--- config.mk ---
export PLATFORM = sky130hd
export DESIGN_NAME = axi_lite_sram_arbiter
export DESIGN_NICKNAME = d
export VERILOG_FILES = /design/src/rtl/ysyx_22050019_axi_pkg.sv /design/src/rtl/axi_lite_rr_grant.sv /design/src/rtl/axi_lite_sram_arbiter.sv
export SDC_FILE = /design/constraint.sdc
export NUM_CORES = 1
export LEC_CHECK = 0
export CAP_MARGIN = 25
export CELL_PAD_IN_SITES_DETAIL_PLACEMENT = 0
export CELL_PAD_IN_SITES_GLOBAL_PLACEMENT = 1
export CORE_AREA = 3 3 270 272
export DETAILED_ROUTE_END_ITERATION = 6
export DIE_AREA = 0 0 273 275
export PLACE_DENSITY_LB_ADDON = 0.3
export SETUP_SLACK_MARGIN = 0.1
export SLEW_MARGIN = 20
export SYNTH_ARGS = -nofsm -noshare
export SYNTH_HDL_FRONTEND = slang
export SYNTH_SLANG_ARGS = --single-unit
export TNS_END_PERCENT = 10
--- constraint.sdc ---
create_clock -name clk -period 4.6 [get_ports clk]
set_input_delay 0.69 -clock clk [delete_from_list [all_inputs] [get_ports clk]]
set_output_delay 0.69 -clock clk [all_outputs]
set_load 0.01 [all_outputs]
--- src/rtl/ysyx_22050019_axi_pkg.sv ---
// Shared AXI-lite types and constants for the core's memory fabric.
package ysyx_22050019_axi_pkg;

    localparam int DEF_ADDR_W = 64;
    localparam int DEF_DATA_W = 64;

    localparam logic [1:0] OKAY   = 2'b00;
    localparam logic [1:0] SLVERR = 2'b10;

    typedef enum logic [2:0] {
        ST_IDLE,
        ST_RD_ADDR,
        ST_RD_DATA,
        ST_WR_ADDR,
        ST_WR_RESP
    } arb_state_e;

    typedef enum logic [1:0] {
        GNT_NONE,
        GNT_IFU_RD,
        GNT_LSU_RD,
        GNT_LSU_WR
    } grant_e;

endpackage

--- src/rtl/axi_lite_rr_grant.sv ---
// Alternating-priority grant between IFU reads and LSU reads/writes.
module axi_lite_rr_grant
    import ysyx_22050019_axi_pkg::*;
(
    input  logic   clk,
    input  logic   rst,
    input  logic   en,
    input  logic   ifu_rd,
    input  logic   lsu_rd,
    input  logic   lsu_aw,
    input  logic   lsu_w,
    output grant_e grant,
    output logic   last_lsu
);

    // The IFU jumps the queue only when the LSU won last time.
    always_comb begin
        grant = GNT_NONE;
        if (en) begin
            if (last_lsu && ifu_rd) begin
                grant = GNT_IFU_RD;
            end else if (lsu_aw && lsu_w) begin
                grant = GNT_LSU_WR;
            end else if (lsu_rd) begin
                grant = GNT_LSU_RD;
            end else if (ifu_rd) begin
                grant = GNT_IFU_RD;
            end
        end
    end

    always_ff @(posedge clk or posedge rst) begin
        if (rst) begin
            last_lsu <= 1'b0;
        end else if (grant == GNT_IFU_RD) begin
            last_lsu <= 1'b0;
        end else if (grant != GNT_NONE) begin
            last_lsu <= 1'b1;
        end
    end

endmodule

--- src/rtl/axi_lite_sram_arbiter.sv ---
// Two-master AXI-lite arbiter (IFU, LSU) in front of the single SRAM slave.
module axi_lite_sram_arbiter
    import ysyx_22050019_axi_pkg::*;
#(
    parameter int ADDR_W = DEF_ADDR_W,
    parameter int DATA_W = DEF_DATA_W,
    parameter int STRB_W = DATA_W / 8
) (
    input  logic              clk,
    input  logic              rst,

    input  logic              ifu_arvalid,
    output logic              ifu_arready,
    input  logic [ADDR_W-1:0] ifu_araddr,
    output logic              ifu_rvalid,
    input  logic              ifu_rready,
    output logic [DATA_W-1:0] ifu_rdata,
    output logic [1:0]        ifu_rresp,

    input  logic              lsu_arvalid,
    output logic              lsu_arready,
    input  logic [ADDR_W-1:0] lsu_araddr,
    output logic              lsu_rvalid,
    input  logic              lsu_rready,
    output logic [DATA_W-1:0] lsu_rdata,
    output logic [1:0]        lsu_rresp,

    input  logic              lsu_awvalid,
    output logic              lsu_awready,
    input  logic [ADDR_W-1:0] lsu_awaddr,
    input  logic              lsu_wvalid,
    output logic              lsu_wready,
    input  logic [DATA_W-1:0] lsu_wdata,
    input  logic [STRB_W-1:0] lsu_wstrb,
    output logic              lsu_bvalid,
    input  logic              lsu_bready,
    output logic [1:0]        lsu_bresp,

    output logic              s_arvalid,
    input  logic              s_arready,
    output logic [ADDR_W-1:0] s_araddr,
    input  logic              s_rvalid,
    output logic              s_rready,
    input  logic [DATA_W-1:0] s_rdata,
    input  logic [1:0]        s_rresp,

    output logic              s_awvalid,
    input  logic              s_awready,
    output logic [ADDR_W-1:0] s_awaddr,
    output logic              s_wvalid,
    input  logic              s_wready,
    output logic [DATA_W-1:0] s_wdata,
    output logic [STRB_W-1:0] s_wstrb,
    input  logic              s_bvalid,
    output logic              s_bready,
    input  logic [1:0]        s_bresp
);

    arb_state_e        state_q, state_d;
    grant_e            grant;
    logic              last_lsu;
    logic              sel_lsu;
    logic              aw_done, aw_done_d;
    logic              w_done, w_done_d;
    logic [ADDR_W-1:0] addr_q;
    logic [DATA_W-1:0] wdata_q;
    logic [STRB_W-1:0] wstrb_q;

    logic rd_phase, wr_phase, b_phase;
    logic aw_ok, w_ok;

    axi_lite_rr_grant u_grant (
        .clk      (clk),
        .rst      (rst),
        .en       (state_q == ST_IDLE && !rst),
        .ifu_rd   (ifu_arvalid),
        .lsu_rd   (lsu_arvalid),
        .lsu_aw   (lsu_awvalid),
        .lsu_w    (lsu_wvalid),
        .grant    (grant),
        .last_lsu (last_lsu)
    );

    assign rd_phase = (state_q == ST_RD_DATA);
    assign wr_phase = (state_q == ST_WR_ADDR);
    assign b_phase  = (state_q == ST_WR_RESP);

    assign ifu_arready = (grant == GNT_IFU_RD);
    assign lsu_arready = (grant == GNT_LSU_RD);
    assign lsu_awready = (grant == GNT_LSU_WR);
    assign lsu_wready  = (grant == GNT_LSU_WR);

    // Slave request channels are driven from registers only.
    assign s_arvalid = (state_q == ST_RD_ADDR);
    assign s_awvalid = wr_phase && !aw_done;
    assign s_wvalid  = wr_phase && !w_done;
    assign s_araddr  = addr_q;
    assign s_awaddr  = addr_q;
    assign s_wdata   = wdata_q;
    assign s_wstrb   = wstrb_q;

    assign aw_ok = aw_done || (s_awvalid && s_awready);
    assign w_ok  = w_done  || (s_wvalid  && s_wready);

    assign ifu_rvalid = rd_phase && !sel_lsu && s_rvalid;
    assign ifu_rdata  = (rd_phase && !sel_lsu) ? s_rdata : '0;
    assign ifu_rresp  = (rd_phase && !sel_lsu) ? s_rresp : OKAY;
    assign lsu_rvalid = rd_phase && sel_lsu && s_rvalid;
    assign lsu_rdata  = (rd_phase && sel_lsu) ? s_rdata : '0;
    assign lsu_rresp  = (rd_phase && sel_lsu) ? s_rresp : OKAY;
    assign s_rready   = rd_phase && (sel_lsu ? lsu_rready : ifu_rready);

    assign lsu_bvalid = b_phase && s_bvalid;
    assign lsu_bresp  = b_phase ? s_bresp : OKAY;
    assign s_bready   = b_phase && lsu_bready;

    always_comb begin
        state_d   = state_q;
        aw_done_d = 1'b0;
        w_done_d  = 1'b0;
        unique case (state_q)
            ST_IDLE: begin
                unique case (grant)
                    GNT_IFU_RD, GNT_LSU_RD: state_d = ST_RD_ADDR;
                    GNT_LSU_WR:             state_d = ST_WR_ADDR;
                    default:                state_d = ST_IDLE;
                endcase
            end
            ST_RD_ADDR: begin
                if (s_arready) state_d = ST_RD_DATA;
            end
            ST_RD_DATA: begin
                if (s_rvalid && s_rready) state_d = ST_IDLE;
            end
            ST_WR_ADDR: begin
                if (aw_ok && w_ok) begin
                    state_d = ST_WR_RESP;
                end else begin
                    aw_done_d = aw_ok;
                    w_done_d  = w_ok;
                end
            end
            ST_WR_RESP: begin
                if (s_bvalid && s_bready) state_d = ST_IDLE;
            end
            default: state_d = ST_IDLE;
        endcase
    end

    always_ff @(posedge clk or posedge rst) begin
        if (rst) begin
            state_q <= ST_IDLE;
            aw_done <= 1'b0;
            w_done  <= 1'b0;
        end else begin
            state_q <= state_d;
            aw_done <= aw_done_d;
            w_done  <= w_done_d;
        end
    end

    always_ff @(posedge clk or posedge rst) begin
        if (rst) begin
            sel_lsu <= 1'b0;
            addr_q  <= '0;
            wdata_q <= '0;
            wstrb_q <= '0;
        end else begin
            unique case (grant)
                GNT_IFU_RD: begin
                    sel_lsu <= 1'b0;
                    addr_q  <= ifu_araddr;
                end
                GNT_LSU_RD: begin
                    sel_lsu <= 1'b1;
                    addr_q  <= lsu_araddr;
                end
                GNT_LSU_WR: begin
                    sel_lsu <= 1'b1;
                    addr_q  <= lsu_awaddr;
                    wdata_q <= lsu_wdata;
                    wstrb_q <= lsu_wstrb;
                end
                default: ;
            endcase
        end
    end

endmodule

[Word-level counts from Yosys, hierarchy flattened]
Index checks and enable logic that the tools add are counted.
Word-level totals
  register bits: 143
  output and inout bits: 346
  word-level logic and storage cells: 75
Operators by class
  equality and inequality tests: 11
  mux-type cells: 25
  reductions and logical operators: 31
Operators with widths (count)
  64-bit one-hot mux with 3 select lines: 1
  64-bit two-way mux: 2
  1-bit logical AND: 17
  3-bit one-hot mux with 5 select lines: 1
  2-bit two-way mux: 7
  3-bit two-way mux: 4
  1-bit two-way mux: 8
  2-bit by 1-bit != test with 1-bit output (second input constant): 4
  3-bit by 2-bit equality test with 1-bit output (second input constant): 2
  2-bit nonzero test: 3
  2-bit equality test (second input constant): 2
  1-bit zero test: 4
  2-bit one-hot mux with 2 select lines: 1
  4-bit AND reduction: 1
  2-bit OR reduction: 2
  3-bit by 1-bit equality test with 1-bit output (second input constant): 1
  3-bit equality test (second input constant): 1
  3-bit zero test: 1
  3-bit nonzero test: 1
  2-bit by 1-bit equality test with 1-bit output (second input constant): 1
  1-bit logical OR: 2
  1-bit one-hot mux with 2 select lines: 1

[Longest topological paths before layout]
Gate-level depths: netlist of run 1.
  word-level depth: 9
  depth in mapped cells: 9

[By module]
A second synthesis of run 1 with hierarchy kept.
Unflattened totals
  cells, all modules: 567
  area, all modules: 7753.7 um2
Modules (own cells, without submodules)
  axi_lite_sram_arbiter: times used 1, cells an instance 556, area an instance 7677.4 um2, seq. area each 3553.4 um2
  axi_lite_rr_grant: times used 1, cells an instance 11, area an instance 76.3 um2, seq. area each 25.0 um2

[Least setup slack after synthesis of run 1]
OpenSTA, ideal clock, no wires.
  path type: input port to output port
  start point: input rst
  end point: output lsu_wready
  data arrival time: 1.991 ns
  data required time: 3.910 ns
  path slack: 1.919 ns
  stages on the path: 8
  buffers on the path: 4
  path through: or4_1 > clkbuf_1 > a21oi_2 > nand3_1 > buf_6 > buf_6 > inv_1 > buf_4
On the way
  longest elaborated chain between the ends: 4
RTL lines
  start, declared: RTL line axi_lite_sram_arbiter.sv:10  | input logic rst,
  1-bit zero test (no source line)
  1-bit logical AND: RTL line axi_lite_sram_arbiter.sv:75  | .en (state_q == ST_IDLE && !rst),
  2-bit two-way mux: RTL line axi_lite_rr_grant.sv:19  | if (en) begin
  2-bit equality test
  end, declared: RTL line axi_lite_sram_arbiter.sv:32  | output logic lsu_wready,
Every way passes these cells.

[Worst setup path after layout of run 1]
  start point: input rst
  end point: output ifu_arready
On the way
  longest elaborated chain between the ends: 4
RTL lines
  1-bit zero test (no source line)
  1-bit logical AND: RTL line axi_lite_sram_arbiter.sv:75
  2-bit two-way mux: RTL line axi_lite_rr_grant.sv:19
  2-bit by 1-bit equality test with 1-bit output: RTL line axi_lite_sram_arbiter.sv:88  | assign ifu_arready = (grant == GNT_IFU_RD);
  end, declared: RTL line axi_lite_sram_arbiter.sv:13  | output logic ifu_arready,
Every way passes these cells.

==> metrics.txt, run 1 <==
row count=98; VDD IR-drop max=between 0.2 and 0.25 mV; leading cell type in the layout, fill and taps excluded=clkdlybuf4s50_1; max incr delay on CP=540 ps; WP buf/inv=3; TNS Setup=0 ps; final period utilization=around four fifths; first-pass GRT wire length=72800 µm; reg-to-reg endpoint=s_araddr[23]$_DFFE_PP0P_; hold path cells=1; wire per inst=21.6 µm; CP delay by family, top=buffers and inverters; Tot GR Track Use=between 10 and 15%; RSZ-0062 raised after global routing=false; most frequent cells in the layout=clkdlybuf4s50_1, and2_1, dfrtp_1; WP data required=3910 ps; Max Cap Viol=0; post-synthesis cell count=882; highest routed layer=met5; cell at the slowest stage of the critical path=clkdlybuf4s50_1; Core ar.=71000 µm²; Sequential Power Share=around a quarter; share of cells above drive strength 1=9.22%; failing checks=DRC; wire length on met2=26100 µm; routed length on met3=4280 µm; gr ovfl total=0; final setup vio count=0; Post-synth ARST share=between 90% and 100%; clock buffer depth=2; Metal-1 WL=21100 µm; CTS buffer count=17; TritonCTS clock tree=done; setup slack after layout=949 ps; hold violation total from the final report=0; critical path arrival=slightly below 3000 ps; Mean Syn Cell Area=9.87 µm²; initial antenna violation count=15; Power Internal=0.00606 W; Distinct cells, synth=32; DRT Wirelength=52300 µm; Slew headroom=33.4%; CTS Hold Bufs=0; fin crit period=3650 ps; Hold Path Class=flip-flop to flip-flop; vias in the first global route=9720; pre-CTS setup slack=875 ps; Sw Pwr=0.00367 W; Antenna Violating Nets Remaining=0; crit path kind=input pin to output pin; GPL Wtd Cong=0.838; H-Tree Depth=4; Iteration-0 DRC Markers=approximately 580; Starting Density=12.3%; Post-Syn Nets=1228; Cell Chain, Critical Path=clkdlybuf4s50_1, nor4_4, buf_4, and3_4, nor2_1, clkdlybuf4s50_1; crit-path max FO=25; worst skew pair latency=470 ps; Die Ht=approximately 280 µm; Sw Share=between 30% and 40%; Post-CTS Setup Bufs=0; Post-synth EDFFs=0; synthesized flop and latch total=143; PortBufs=691; pin count of the biggest net entering global routing=144; Max Slew Vio Count=0; Layout area overhead=92.7%; WHS Endpoint=aw_done$_DFF_PP0_; CP startpoint kind=input pin; worst-case reg-to-reg path depth=6; most frequent CP cell=clkdlybuf4s50_1; P per Cell Area=580 nW/µm²; clock share of power=15.9%; number of I/O pins=about 690; Via-to-Cell Ratio=3.87; Comb pwr share=58.7%; final net count=1798; Worst-Margin Slew=999 ps; Pleak=6.35 nW; DRC viols=2; DR vias=9362; Chip Width=273 µm; Final HPWL DP=39700 µm; fmax=274 MHz; post-CTS sizing=0; RR Startpoint=state_q[1]$_DFFE_PP0P_; drt first pass iters=7; CTS root buf=clkbuf_16; Worst-path clk slew=around 70 ps; sequential fraction of the synthesis area=41.1%; status=complete, but fails checks; predominant post-synthesis flop cell=dfrtp_1; clock sinks=143; crit end category=output pin; fill cell count=7585; post-synthesis cell area=8700 µm²; hold path start=w_done$_DFF_PP0_; die footprint=75100 µm²; Synthesis Warnings=0; clk_skew=roughly 14 ps; Reg2Reg Setup Slack=1650 ps
## kinds of logic after synthesis
family | synth area share [%]
compound gates | 8.38
buf+inv | 10.6
flops | 41.1
mux | 11.9
simple gates | 28.0
## per-layer routing
metal / track usage, % / vias to the layer above
met5: 0 / -
met4: 3.79 / 12
met3: 4.48 / 54
met2: 22.8 / 447
met1: 16.1 / 4553
li1: - / 4296
## through the flow
stage	hold WS, ps	total power, W	util [%]	std cells	area (µm²)
6_report	466	0.00973	23.6	2421	16800
5_1_grt	487	0.0103	23.6	2418	16800
2_1_floorplan	432	0.00512	-	882	8710
4_1_cts	470	0.00995	23.6	2415	16800
3_3_place_gp	448	0.00828	22.7	2383	16100
3_5_place_dp	458	0.00830	22.7	2383	16100
## Yosys cell counts, drive strengths merged (3+ instances only)
cell type | count | area share (%)
nor2 | 24 | 1.0
mux2 | 73 | 12
clkbuf | 78 | 3.4
a311oi | 17 | 1.7
and2 | 185 | 13
inv | 5 | 0.22
buf | 81 | 7.0
and3 | 3 | 0.22
a21oi | 4 | 0.27
a21o | 4 | 0.34
a222oi | 47 | 5.4
nor4 | 113 | 8.3
nand2 | 40 | 1.7
dfrtp | 143 | 41
nor3 | 49 | 2.8
## cell type report
type,count,area (µm²),area share [%]
tap,950,1190,7.09
inverter,5,22.5,0.134
multi-input combinational,575,4280,25.5
clock inverter,14,180,1.07
clock buffer,18,439,2.62
sequential,143,3580,21.3
antenna,6,15.0,0.0895
timing repair buffer,710,7070,42.2
## worst max path at each step
stage / from / end / slack [ps] / cells past startpoint
finish: rst / ifu_arready / 950 / 6
global route: state_q[0]$_DFFE_PP0P_ / ifu_rdata[60] / 750 / 6
CTS: state_q[0]$_DFFE_PP0P_ / lsu_rdata[45] / 830 / 4
detailed placement: lsu_awvalid / s_araddr[56]$_DFFE_PP0P_ / 880 / 8
global placement: rst / ifu_arready / 870 / 6
floorplan: rst / lsu_wready / 1920 / 8
## registers in the layout (all words and copies together) (netlist names)
| register | cells |
|---|---|
| s_araddr | 64 |
| s_wdata | 64 |
| s_wstrb | 8 |
| state_q | 3 |
| aw_done | 1 |
| sel_lsu | 1 |
| u_grant.last_lsu | 1 |
| w_done | 1 |
## power groups by stage
stage                     Combinational (W)  Sequential [W]  Clock, W
after floorplan                     0.00256         0.00256         0
after global placement              0.00578         0.00250         0
after detailed placement            0.00579         0.00251         0
after CTS                           0.00582         0.00250   0.00163
after global routing                0.00609         0.00257   0.00167
final                               0.00571         0.00248   0.00154
No activity file was read; power rests on OpenSTA's default activity.
==> run 2: changes to the inputs <==
- clock period: 4.6 -> 3 ns (I/O delays scaled with it)
==> run 2 against run 1 <==
The flow still finishes with violations (DRC). Sequential share of layout area decreased by 0.33 points. Utilization is 0.38 points higher. Power up 55%. Critical endpoint unchanged.
==> metrics.txt, run 2 (same netlist as run 1, synthesis figures left out) <==
WP data required=2550 ps; TNS Setup=0 ps; hold path cells=1; CTS buffer count=17; Sequential Power Share=24.7%; crit-path max FO=4; Chip Width=273 µm; Layout area overhead=95.8%; number of I/O pins=692; Hold Path Class=flip-flop to flip-flop; RR Startpoint=state_q[0]$_DFFE_PP0P_; final setup vio count=0; gr ovfl total=0; Core ar.=roughly 71000 µm²; drt first pass iters=7; Pleak=6.52 nW; Starting Density=12.3%; critical path arrival=around 2400 ps; DR vias=9462; Post-Layout Inst Area=around 17000 µm²; share of cells above drive strength 1=10.5%; fin crit period=2850 ps; TritonCTS clock tree=done; leading cell type in the layout, fill and taps excluded=clkdlybuf4s50_1; Non-Filler Instances=2435; worst-case reg-to-reg path depth=8; Comb pwr share=60.3%; clock share of power=15.0%; worst skew pair latency=480 ps; post-place instance area=16300 µm²; DRC viols=14; first-pass GRT wire length=between 70000 and 80000 µm; Max Cap Viol=0; Tot GR Track Use=a little over an eighth; crit end category=output pin; H-Tree Depth=4; CTS root buf=clkbuf_16; failing checks=DRC; Iteration-0 DRC Markers=roughly 520; P per Cell Area=885 nW/µm²; reg-to-reg endpoint=s_araddr[42]$_DFFE_PP0P_; Worst-Margin Slew=734 ps; Antenna Violating Nets Remaining=0; RSZ-0062 raised after global routing=true; final period utilization=95.0%; Die Ht=275 µm; Worst-path clk slew=70 ps; clk_skew=20.1 ps; total power=0.0151 W; Power Internal=around 0.0093 W; Reg2Reg Setup Slack=just under 700 ps; CTS Hold Bufs=0; WHS Endpoint=aw_done$_DFF_PP0_; Max Slew Vio Count=0; CP Launch Point=rst; Sw Share=between 30% and 40%; Slew headroom=51.0%; crit path kind=input pin to output pin; Sw Pwr=about 0.0058 W; die footprint=approximately 75000 µm²; final net count=about 1800; status=complete, but fails checks; row count=98; wire per inst=21.6 µm; vias in the first global route=between 9000 and 10000; hold violation total from the final report=0; Via-to-Cell Ratio=slightly below 4; GPL Wtd Cong=around 0.84; PortBufs=691; DP Cell Count=about 2400; initial antenna violation count=11; pin count of the biggest net entering global routing=112; most frequent cells in the layout=clkdlybuf4s50_1, and2_1, dfrtp_1; CP startpoint kind=input pin; VDD IR-drop max=roughly 0.38 mV; Final HPWL DP=39200 µm; clock sinks=143; DRT Wirelength=52500 µm; clock buffer depth=2; fmax=351 MHz; hold path start=w_done$_DFF_PP0_
run 2: cell count changes in the layout (fill, tap and decap cells not counted), moves of 3 or more:
cell / before / now
buf_12: 1 / 12
clkdlybuf4s50_1: 691 / 686
buf_4: 18 / 22
dlygate4sd2_1: 0 / 4
inv_8: 1 / 5
diode_2: 6 / 3
run 2: area by class of cell:
type,instances,area (µm²)
fill,7552,54000
multi-input combinational,575,4280
clock buffer,17,425
tap,950,1190
clock inverter,15,169
inverter,5,22.5
sequential,143,3580
antenna,3,7.51
timing repair buffer,727,7370
run 2: what timing repair did:
item,4_1_cts,5_1_grt
pin swaps,1,0
endpoints found under the setup margin,138,57
buffers inserted,6,0
resized for setup,7,3
gates cloned,0,2
run 2: metrics by stage:
| step | utilization (%) | worst slack, ps | hold slack (ps) |
|---|---|---|---|
| 2_1_floorplan | - | 633 | 432 |
| 3_3_place_gp | 23.0 | -23.2 | 450 |
| 3_5_place_dp | 23.0 | -8.45 | 456 |
| 4_1_cts | 23.9 | 80.3 | 468 |
| 5_1_grt | 24.0 | 71.3 | 494 |
| 6_report | 24.0 | 149 | 466 |
run 2: power by group through the flow:
stage               Clock [W]  Combinational (W)  Sequential [W]
global route          0.00245            0.00968         0.00386
finish                0.00226            0.00910         0.00373
CTS                   0.00240            0.00914         0.00376
global placement            0            0.00904         0.00377
detailed placement          0            0.00906         0.00378
floorplan                   0            0.00393         0.00393
run 2: worst max-delay path by stage:
| stage | endpoint | slack, ps | depth (start not counted) |
|---|---|---|---|
| 3_5_place_dp | ifu_arready | -8 | 6 |
| 4_1_cts | ifu_arready | 80 | 6 |
| 2_1_floorplan | lsu_wready | 630 | 9 |
| 6_report | ifu_arready | 150 | 8 |
| 3_3_place_gp | ifu_arready | -20 | 6 |
| 5_1_grt | ifu_arready | 70 | 6 |
run 2: per-layer routing:
layer  GRT usage, %  vias to the layer above  wire, µm  part of all wire, %
li1               -                     4342         -                    -
met1           15.5                     4633     21300                   40
met2           23.5                      438     26600                   51
met3           4.33                       41      3960                  7.5
met4           2.96                        8       596                  1.1
met5              0                        -        54                 0.10
run 2: critical path, stage by stage:
cell and delay (ps):
clkdlybuf4s50_1 500, buf_4 150, nor4_4 40, buf_4 150
buf_4 130, and3_4 150, nor2_2 210, clkdlybuf4s50_1 600
